File: src/rtl/bus_addr_router.sv
// bus_addr_router: registered address decoder and transaction router between
// the CPU data port and N_SLAVES memory-mapped slaves.
//
// Each slot i owns the window [REGION_BASE[i], REGION_LIMIT[i]). A slot with
// limit 0 is disabled. When windows overlap, the lowest slot index wins.
// Unmapped addresses and slaves that stay silent for TIMEOUT_CYCLES access
// cycles complete with an error response.
//
// Ports
//   i_clk, i_reset        clock, synchronous active-high reset
//   i_req/i_we/i_addr/    master request, sampled only in IDLE
//   i_wdata/i_be
//   o_ack/o_err/o_rdata   one-cycle completion, error flag, read data
//   o_slave_DV            one-hot slave select
//   o_slave_addr/we/      request fields latched at acceptance
//   wdata/be
//   i_slave_ack           per-slave completion
//   i_slave_rdata         per-slave read data, slot i at [i*DATA_W +: DATA_W]
//
// Optional feature, macro ROUTER_ERR_LOG_EN: adds o_err_addr (address of the
// last error response) and o_err_count (saturating error count).

module bus_addr_router_slot #(
  parameter int               ADDR_W = 32,
  parameter logic [ADDR_W-1:0] BASE  = '0,
  parameter logic [ADDR_W-1:0] LIMIT = '0
) (
  input  logic [ADDR_W-1:0] addr,
  output logic              hit
);
  assign hit = (LIMIT != '0) && (addr >= BASE) && (addr < LIMIT);
endmodule

module bus_addr_router #(
  parameter int N_SLAVES       = 4,
  parameter int ADDR_W         = 32,
  parameter int DATA_W         = 32,
  parameter int TIMEOUT_CYCLES = 255,
  parameter logic [N_SLAVES*ADDR_W-1:0] REGION_BASE =
    {32'h50000000, 32'h40000000, 32'h30000000, 32'h10000000},
  parameter logic [N_SLAVES*ADDR_W-1:0] REGION_LIMIT =
    {32'h60000000, 32'h50000000, 32'h40000000, 32'h10000006}
) (
  input  logic                       i_clk,
  input  logic                       i_reset,
  input  logic                       i_req,
  input  logic                       i_we,
  input  logic [ADDR_W-1:0]          i_addr,
  input  logic [DATA_W-1:0]          i_wdata,
  input  logic [DATA_W/8-1:0]        i_be,
  output logic                       o_ack,
  output logic                       o_err,
  output logic [DATA_W-1:0]          o_rdata,
  output logic [N_SLAVES-1:0]        o_slave_DV,
  output logic [ADDR_W-1:0]          o_slave_addr,
  output logic                       o_slave_we,
  output logic [DATA_W-1:0]          o_slave_wdata,
  output logic [DATA_W/8-1:0]        o_slave_be,
  input  logic [N_SLAVES-1:0]        i_slave_ack,
  input  logic [N_SLAVES*DATA_W-1:0] i_slave_rdata
`ifdef ROUTER_ERR_LOG_EN
  ,
  output logic [ADDR_W-1:0]          o_err_addr,
  output logic [7:0]                 o_err_count
`endif
);

  localparam logic [15:0] TIMER_LAST = 16'(TIMEOUT_CYCLES - 1);

  typedef enum logic [1:0] {S_IDLE, S_DECODE, S_ACCESS, S_RESP} state_t;

  state_t              state;
  logic [N_SLAVES-1:0] raw_hit, hit_first, hit_q;
  logic [15:0]         timer;
  logic                sel_ack, timeout, err_event;
  logic [DATA_W-1:0]   sel_rdata;

  for (genvar g = 0; g < N_SLAVES; g++) begin : g_slot
    bus_addr_router_slot #(
      .ADDR_W (ADDR_W),
      .BASE   (REGION_BASE[g*ADDR_W +: ADDR_W]),
      .LIMIT  (REGION_LIMIT[g*ADDR_W +: ADDR_W])
    ) u_slot (
      .addr (i_addr),
      .hit  (raw_hit[g])
    );
  end

  // Isolate the lowest set bit so overlapping windows resolve to one slot.
  assign hit_first = raw_hit & (~raw_hit + N_SLAVES'(1));

  // o_slave_DV is one-hot in ACCESS, so it gates both ack and read data.
  assign sel_ack = |(i_slave_ack & o_slave_DV);

  always_comb begin
    sel_rdata = '0;
    for (int i = 0; i < N_SLAVES; i++)
      if (o_slave_DV[i]) sel_rdata = sel_rdata | i_slave_rdata[i*DATA_W +: DATA_W];
  end

  // A same-cycle ack beats the timeout.
  assign timeout   = (state == S_ACCESS) && !sel_ack && (timer == TIMER_LAST);
  assign err_event = ((state == S_DECODE) && (hit_q == '0)) || timeout;

  always_ff @(posedge i_clk) begin
    if (i_reset) begin
      state         <= S_IDLE;
      hit_q         <= '0;
      timer         <= '0;
      o_ack         <= 1'b0;
      o_err         <= 1'b0;
      o_rdata       <= '0;
      o_slave_DV    <= '0;
      o_slave_addr  <= '0;
      o_slave_we    <= 1'b0;
      o_slave_wdata <= '0;
      o_slave_be    <= '0;
    end else begin
      o_ack <= 1'b0;
      o_err <= 1'b0;
      case (state)
        S_IDLE: if (i_req) begin
          o_slave_addr  <= i_addr;
          o_slave_we    <= i_we;
          o_slave_wdata <= i_wdata;
          o_slave_be    <= i_be;
          hit_q         <= hit_first;
          state         <= S_DECODE;
        end
        S_DECODE: if (hit_q == '0) begin
          o_ack   <= 1'b1;
          o_err   <= 1'b1;
          o_rdata <= '0;
          state   <= S_RESP;
        end else begin
          o_slave_DV <= hit_q;
          state      <= S_ACCESS;
        end
        S_ACCESS: if (sel_ack) begin
          o_ack      <= 1'b1;
          o_rdata    <= o_slave_we ? '0 : sel_rdata;
          o_slave_DV <= '0;
          timer      <= '0;
          state      <= S_RESP;
        end else if (timeout) begin
          o_ack      <= 1'b1;
          o_err      <= 1'b1;
          o_rdata    <= '0;
          o_slave_DV <= '0;
          timer      <= '0;
          state      <= S_RESP;
        end else begin
          timer <= timer + 16'd1;
        end
        S_RESP: begin
          timer <= '0;
          state <= S_IDLE;
        end
        default: state <= S_IDLE;
      endcase
    end
  end

`ifdef ROUTER_ERR_LOG_EN
  always_ff @(posedge i_clk) begin
    if (i_reset) begin
      o_err_addr  <= '0;
      o_err_count <= '0;
    end else if (err_event) begin
      o_err_addr <= o_slave_addr;
      if (o_err_count != 8'hFF) o_err_count <= o_err_count + 8'd1;
    end
  end
`else
  logic unused_err_event;
  assign unused_err_event = err_event;
`endif

endmodule

File: config.mk
export PLATFORM = sky130hd
export DESIGN_NAME = bus_addr_router
export DESIGN_NICKNAME = d
export VERILOG_FILES = /design/src/rtl/bus_addr_router.sv
export SDC_FILE = /design/constraint.sdc
export NUM_CORES = 1
export LEC_CHECK = 0
export BUFFER_PORTS_ARGS = -buffer_cell sky130_fd_sc_hd__buf_2
export CORE_AREA = 2 2 121 123
export CTS_BUF_LIST = sky130_fd_sc_hd__clkbuf_2 sky130_fd_sc_hd__clkbuf_4 sky130_fd_sc_hd__clkbuf_8
export DETAILED_ROUTE_END_ITERATION = 16
export DIE_AREA = 0 0 123 125
export PLACE_DENSITY = 0.77
export SLEW_MARGIN = 20
export SYNTH_ARGS = -nofsm -noshare
export SYNTH_HDL_FRONTEND = slang
export SYNTH_HIERARCHICAL = 1
export SYNTH_SLANG_ARGS = --single-unit
File: constraint.sdc
create_clock -name i_clk -period 6 [get_ports i_clk]
set_input_delay 0.3 -clock i_clk [delete_from_list [all_inputs] [get_ports i_clk]]
set_output_delay 0.3 -clock i_clk [all_outputs]
set_load 0.01 [all_outputs]
==> results of run 1 <==
path summary, 6_finish.rpt:
kind | slack [ns] | cells past startpoint | to
max reg2reg | 3.27 | 7 | o_rdata[17]
max | 3.27 | 7 | o_rdata[17]
min reg2reg | 0.45 | 2 | o_slave_wdata[25]
min | 0.08 | 3 | o_slave_wdata[18]
stage by stage:
step	worst slack, ns	total power, mW
floorplan	3.73	1.46
global placement	3.40	1.68
detailed placement	3.29	1.70
CTS	3.28	2.53
global route	3.10	2.65
finish	3.27	2.51
synth_stat cells (all sizes together), types with 3 or more instances:
cell type	count	area share [%]
o21a	7	0.86
a21oi	107	8.8
and2	4	0.41
buf	6	0.76
ha	7	1.4
inv	6	0.37
dfxtp	129	42
nor3b	4	0.49
clkbuf	48	3.0
nand4	8	0.82
nor4	13	1.6
or4	3	0.37
nand3	8	0.66
nor4b	3	0.64
o311ai	5	0.72
or3	3	0.31
nand2	150	9.2
nor2	14	0.86
nor3	6	0.49
a22o	4	0.58
nor2b	35	3.6
nand4b	3	0.43
a32o	4	0.66
a22oi	66	8.1
mux2	32	7.8
flip-flops by register name, summed over array words and instances (netlist names):
name           cells
o_slave_wdata     32
timer             16
hit_q              4
o_slave_addr      32
o_slave_DV         4
state              2
o_rdata           32
o_err              1
o_slave_be         4
o_ack              1
o_slave_we         1
layer usage:
metal,up-vias,part of all wire [%],global-route usage [%]
li1,3107,-,-
met1,2875,41,28.8
met2,275,48,40.2
met3,25,9.6,8.03
met4,0,2.1,9.16
met5,-,0,0
where the power goes:
part	switching (mW)	internal [mW]	total [mW]
combinational	0.420	0.265	0.684
clock	0.366	0.471	0.837
sequential	0.0452	0.941	0.986
total	0.831	1.68	2.51
worst max-delay path, stage by stage, from the launching register on:
cell	delay [ns]
dfxtp_1	0.35
inv_1	0.13
ha_1	0.49
nand4b_1	0.23
nor4_4	0.57
o22ai_4	0.13
buf_4	0.31
mux2_4	0.37
cells in the final DEF (no fill, tap or decap), types with 3 or more instances in the layout:
master	count
inv_1	6
a22oi_1	66
mux2_4	30
inv_6	5
ha_1	7
o21a_1	7
nand4b_1	3
nor3_1	6
nand3_1	8
clkbuf_8	18
dfxtp_1	129
nand2_1	149
nor2b_1	35
or4_1	3
bufinv_16	4
nand4_1	8
nor2_1	14
a21oi_1	107
buf_4	11
clkinv_4	3
a22o_1	4
a32o_1	4
nor4_1	12
buf_2	309
or3_1	3
o311ai_0	5
and2_1	3
nor3b_1	4
logic make-up after synthesis:
group	after synthesis	synth area share [%]
AO/OA/AOI/OAI	211	22.3
XOR/XNOR	2	0.288
adder cells (fa/ha/maj)	7	1.44
buffers and inverters	60	4.09
flip-flops	129	42.4
multiplexers	33	7.93
AND/OR/NAND/NOR	265	21.5
cell type report:
type                       count  area (um^2)  area share (%)
timing repair buffer         320         1630            19.9
multi-input combinational    518         3270            40.0
clock buffer                  18          248            3.03
inverter                       6         22.5           0.275
clock inverter                14          200            2.45
sequential                   129         2580            31.6
tap                          184          230            2.81
==> metrics.txt, run 1 <==
cts hold-fix bufs 0; Slew Limit Fails 0; final cell count without fillers 1189; Yosys reg bits 129; post-route cell area 8180 um^2; CTS tree built; Port-buffer cells 310; fill count 1346; detailed placer's ending HPWL 13700 um; fmax 367 MHz; Power Density 306 nW/um^2; gr ovfl total 0; source of the worst register-to-register timing path state[0]; CTS Sinks 129; DRT antenna net count 0; CP startpoint state[0]; Post-route DRC 0; asr flop ratio synth 0%; Worst EP arrival 3.06 ns; die extent in x 123 um; TritonCTS Buffers 17; vias in the first global route 5759; fin util 57.6%; Post-Synthesis Cells 707; CP Class reg -> reg; router iterations before antenna repair 7; Syn Nets 918; DR vias/cell 5.28; CP required 6.33 ns; relative slew slack 47.0%; crit share post-route 45.4%; Ports 311; fin nets 1203; initial drt markers 300; clock latency at the later pin of the worst-skew pair 0.44 ns; Least-Margin Pin Slew 0.795 ns; ys flop type dfxtp_1; postcts setup bufs 0; Placed Cells 1157; outcome complete, no violations; Worst Setup End Kind register; initial antenna violation count 0; Worst VDD drop 0.000216 V; Mapped Area 6090 um^2; row cnt 44; Max Clock Skew 0.00856 ns; # resized after CTS 0; WL/cell 16.1 um; Vias 6282; Chip Height 125 um; Yosys cell types 54; Final setup violation count 0; CTS H-Tree Depth 4; largest net degree at the start of global routing 74; post-synthesis sequential area ratio 42.4%; min-delay src i_wdata[18]; Pleak 3.65 nW; DIE AREA 15400 um^2; Startpoint Class register; CTS Buffer Depth 2; root buffer cell clkbuf_8; Inserted Diodes 0; Post-Route WL 19100 um; Initial Util 42.9%; Post-DP Area 7730 um^2; Synth Area per Inst 8.61 um^2; first-pass GRT wire length 29300 um; total track usage 24.2%; Core Box Area 14200 um^2; final hold slack 0.0803 ns; ratio of cells with drive above 1 in the final layout 39.2%; max-cap viol count 0; Tmin final 2.73 ns; Worst Path Max Fanout 32; setup TNS 0 ns; Clk pin slew, worst setup/hold paths 0.08 ns; synth warn 6; area grow syn2layout 34.4%; RD Place Congestion 0.865; number of synthesized flops with an enable pin 0; Hold Fails Final Rpt 0; RSZ-0062 raised after global routing no; worst hold-check path type in -> reg
No activity file was read; power rests on OpenSTA's default activity.
==> inputs of run 2 (changes only) <==
--- a/config.mk
+++ b/config.mk
@@ -6,11 +6,10 @@
 export NUM_CORES = 1
 export LEC_CHECK = 0
 export BUFFER_PORTS_ARGS = -buffer_cell sky130_fd_sc_hd__buf_2
-export CORE_AREA = 2 2 121 123
+export CORE_UTILIZATION = 43
 export CTS_BUF_LIST = sky130_fd_sc_hd__clkbuf_2 sky130_fd_sc_hd__clkbuf_4 sky130_fd_sc_hd__clkbuf_8
 export DETAILED_ROUTE_END_ITERATION = 16
-export DIE_AREA = 0 0 123 125
-export PLACE_DENSITY = 0.77
+export PLACE_DENSITY = 0.79
 export SLEW_MARGIN = 20
 export SYNTH_ARGS = -nofsm -noshare
 export SYNTH_HDL_FRONTEND = slang
==> constraint.sdc (replaced) <==
create_clock -name i_clk -period 2.35 [get_ports i_clk]
set_input_delay 0.1175 -clock i_clk [delete_from_list [all_inputs] [get_ports i_clk]]
set_output_delay 0.1175 -clock i_clk [all_outputs]
set_load 0.01 [all_outputs]
==> metrics.txt, run 2 (synthesis results as in run 1) <==
initial antenna violation count 1 (was 0); detailed placer's ending HPWL 13300 um (was 13700 um); root buffer cell clkbuf_8 (unchanged); Worst EP arrival 2.56 ns (was 3.06 ns); total power draw 6.24 mW (was 2.51 mW); fin nets 1279 (was 1203); biggest regs o_rdata (32), o_slave_addr (32), o_slave_wdata (32) (unchanged); Vias 6755 (was 6282); Most Crowded Layer GR met2 (unchanged); Worst Path Max Fanout 27 (was 32); Worst R2R Setup Slack 0.12 ns (was 3.27 ns); Initial Util 44.0% (was 42.9%); DR vias/cell 5.35 (was 5.28); first-pass GRT wire length 31800 um (was 29300 um); worst hold-check path type in -> reg (unchanged); clock latency at the later pin of the worst-skew pair 0.44 ns (about the same); DIE AREA 14600 um^2 (was 15400 um^2); Port-buffer cells 310 (unchanged); most frequent cells in the layout buf_2, nand2_1, dfxtp_1 (unchanged); outcome complete, no violations (unchanged); cts hold-fix bufs 69 (was 0); total track usage 27.5% (was 24.2%); CTS tree built (unchanged); Pleak 3.95 nW (was 3.65 nW); postcts setup bufs 0 (unchanged); Hold Fails Final Rpt 0 (unchanged); Worst Reg2Reg Path Length in Cells 7 (unchanged); Final setup violation count 0 (unchanged); CTS Buffer Depth 2 (unchanged); CTS H-Tree Depth 4 (unchanged); RD Place Congestion 0.873 (was 0.865); initial drt markers 317 (was 300); Pint 4.06 mW (was 1.68 mW); relative slew slack 51.3% (was 47.0%); Startpoint Class register (unchanged); Net Sw Power 2.17 mW (was 0.831 mW); DRT antenna net count 0 (unchanged); Clk pin slew, worst setup/hold paths 0.08 ns (about the same); gr ovfl total 0 (unchanged); row cnt 43 (was 44); Least-Margin Pin Slew 0.730 ns (was 0.795 ns); CP required 2.68 ns (was 6.33 ns); switching fraction of total power 34.9% (was 33.1%); # resized after CTS 0 (unchanged); CP Class reg -> reg (unchanged); die extent in x 121 um (was 123 um); clock share of power 27.8% (was 33.4%); grt met3 use 7.75% (was 8.03%); Chip Height 121 um (was 125 um); Power Density 702 nW/um^2 (was 306 nW/um^2); router iterations before antenna repair 4 (was 7); Core Box Area 13800 um^2 (was 14200 um^2); Ports 311 (unchanged); most common cell after layout, fill and taps aside buf_2 (unchanged); Worst Setup End Kind register (unchanged); CTS Sinks 129 (unchanged); fmax 449 MHz (was 367 MHz); TritonCTS Buffers 17 (unchanged); area grow syn2layout 46.0% (was 34.4%); Tmin final 2.23 ns (was 2.73 ns); setup TNS 0 ns (unchanged); Worst Hold Path Cells 4 (was 3); largest net degree at the start of global routing 74 (unchanged); Logic pwr share 31.7% (was 27.3%); GR Layer Usage met2 47.0% (was 40.2%); Post-Route WL 20500 um (was 19100 um); max-cap viol count 0 (unchanged); Seq pwr share 40.5% (was 39.3%); ratio of cells with drive above 1 in the final layout 37.1% (was 39.2%); grt met1 use 31.7% (was 28.8%); vias in the first global route 6460 (was 5759); RSZ-0062 raised after global routing no (unchanged); Max Clock Skew 0.0133 ns (was 0.00856 ns); Worst VDD drop 0.000539 V (was 0.000216 V); crit share post-route 94.8% (was 45.4%); Post-route DRC 0 (unchanged); Slew Limit Fails 0 (unchanged); WL/cell 16.3 um (was 16.1 um)
[run 2: cell types whose count changed in the layout (fill, tap and decap cells not counted), sizes merged]
cell,before,now
clkinvlp,0,2
bufinv,4,0
diode,0,1
inv,11,7
dlygate4sd3,0,69
clkbuf,18,22
buf,320,327
clkinv,5,7
[run 2: stage by stage]
stage / util [%] / worst slack [ns] / hold WS, ns / cell area (um^2) / std cells
6_report: 64.3 / 0.122 / 0.102 / 8890 / 1262
4_1_cts: 64.3 / 0.119 / 0.0826 / 8890 / 1261
3_3_place_gp: 56.6 / 0.144 / 0.357 / 7830 / 1160
5_1_grt: 64.3 / 0.00128 / 0.113 / 8890 / 1262
3_5_place_dp: 56.6 / 0.119 / 0.364 / 7830 / 1160
2_1_floorplan: - / 0.0800 / 0.253 / 6090 / 707
[run 2: worst max-delay path, stage by stage (launching register included)]
cell      delay [ns]
dfxtp_1         0.31
inv_1           0.07
ha_1            0.14
or4b_1          0.48
nor4_4          0.42
buf_12          0.22
o211ai_1        0.18
a32o_1          0.29
[run 2: layout make-up]
type	count	area, um^2
fillers	1125	4940
multi-input cells	518	3270
flip-flops and latches	129	2580
repair buffers	396	2420
clock buffers	22	284
well taps	180	225
clock inverters	10	81.3
inverters	6	22.5
diodes	1	2.50
[run 2: final timing paths]
check | startpoint | to
max | timer[0] | o_slave_DV[3]
max reg2reg | timer[0] | o_slave_DV[3]
min | i_slave_rdata[51] | o_rdata[19]
min reg2reg | o_slave_wdata[13] | o_slave_wdata[13]
[run 2: metal layers]
layer / wire [um] / part of all wire, % / vias up
met3: 1770 / 8.6 / 38
met5: 0 / 0 / -
met4: 539 / 2.6 / 0
li1: - / - / 3275
met1: 8180 / 40 / 3129
met2: 10000 / 49 / 313
[run 2: power by group through the flow]
stage,Combinational [mW],Sequential [mW],Clock (mW)
after floorplan,1.08,2.65,0
after global placement,1.80,2.55,0
after global routing,2.16,2.54,1.86
after CTS,1.93,2.51,1.78
final,1.98,2.52,1.73
after detailed placement,1.84,2.56,0
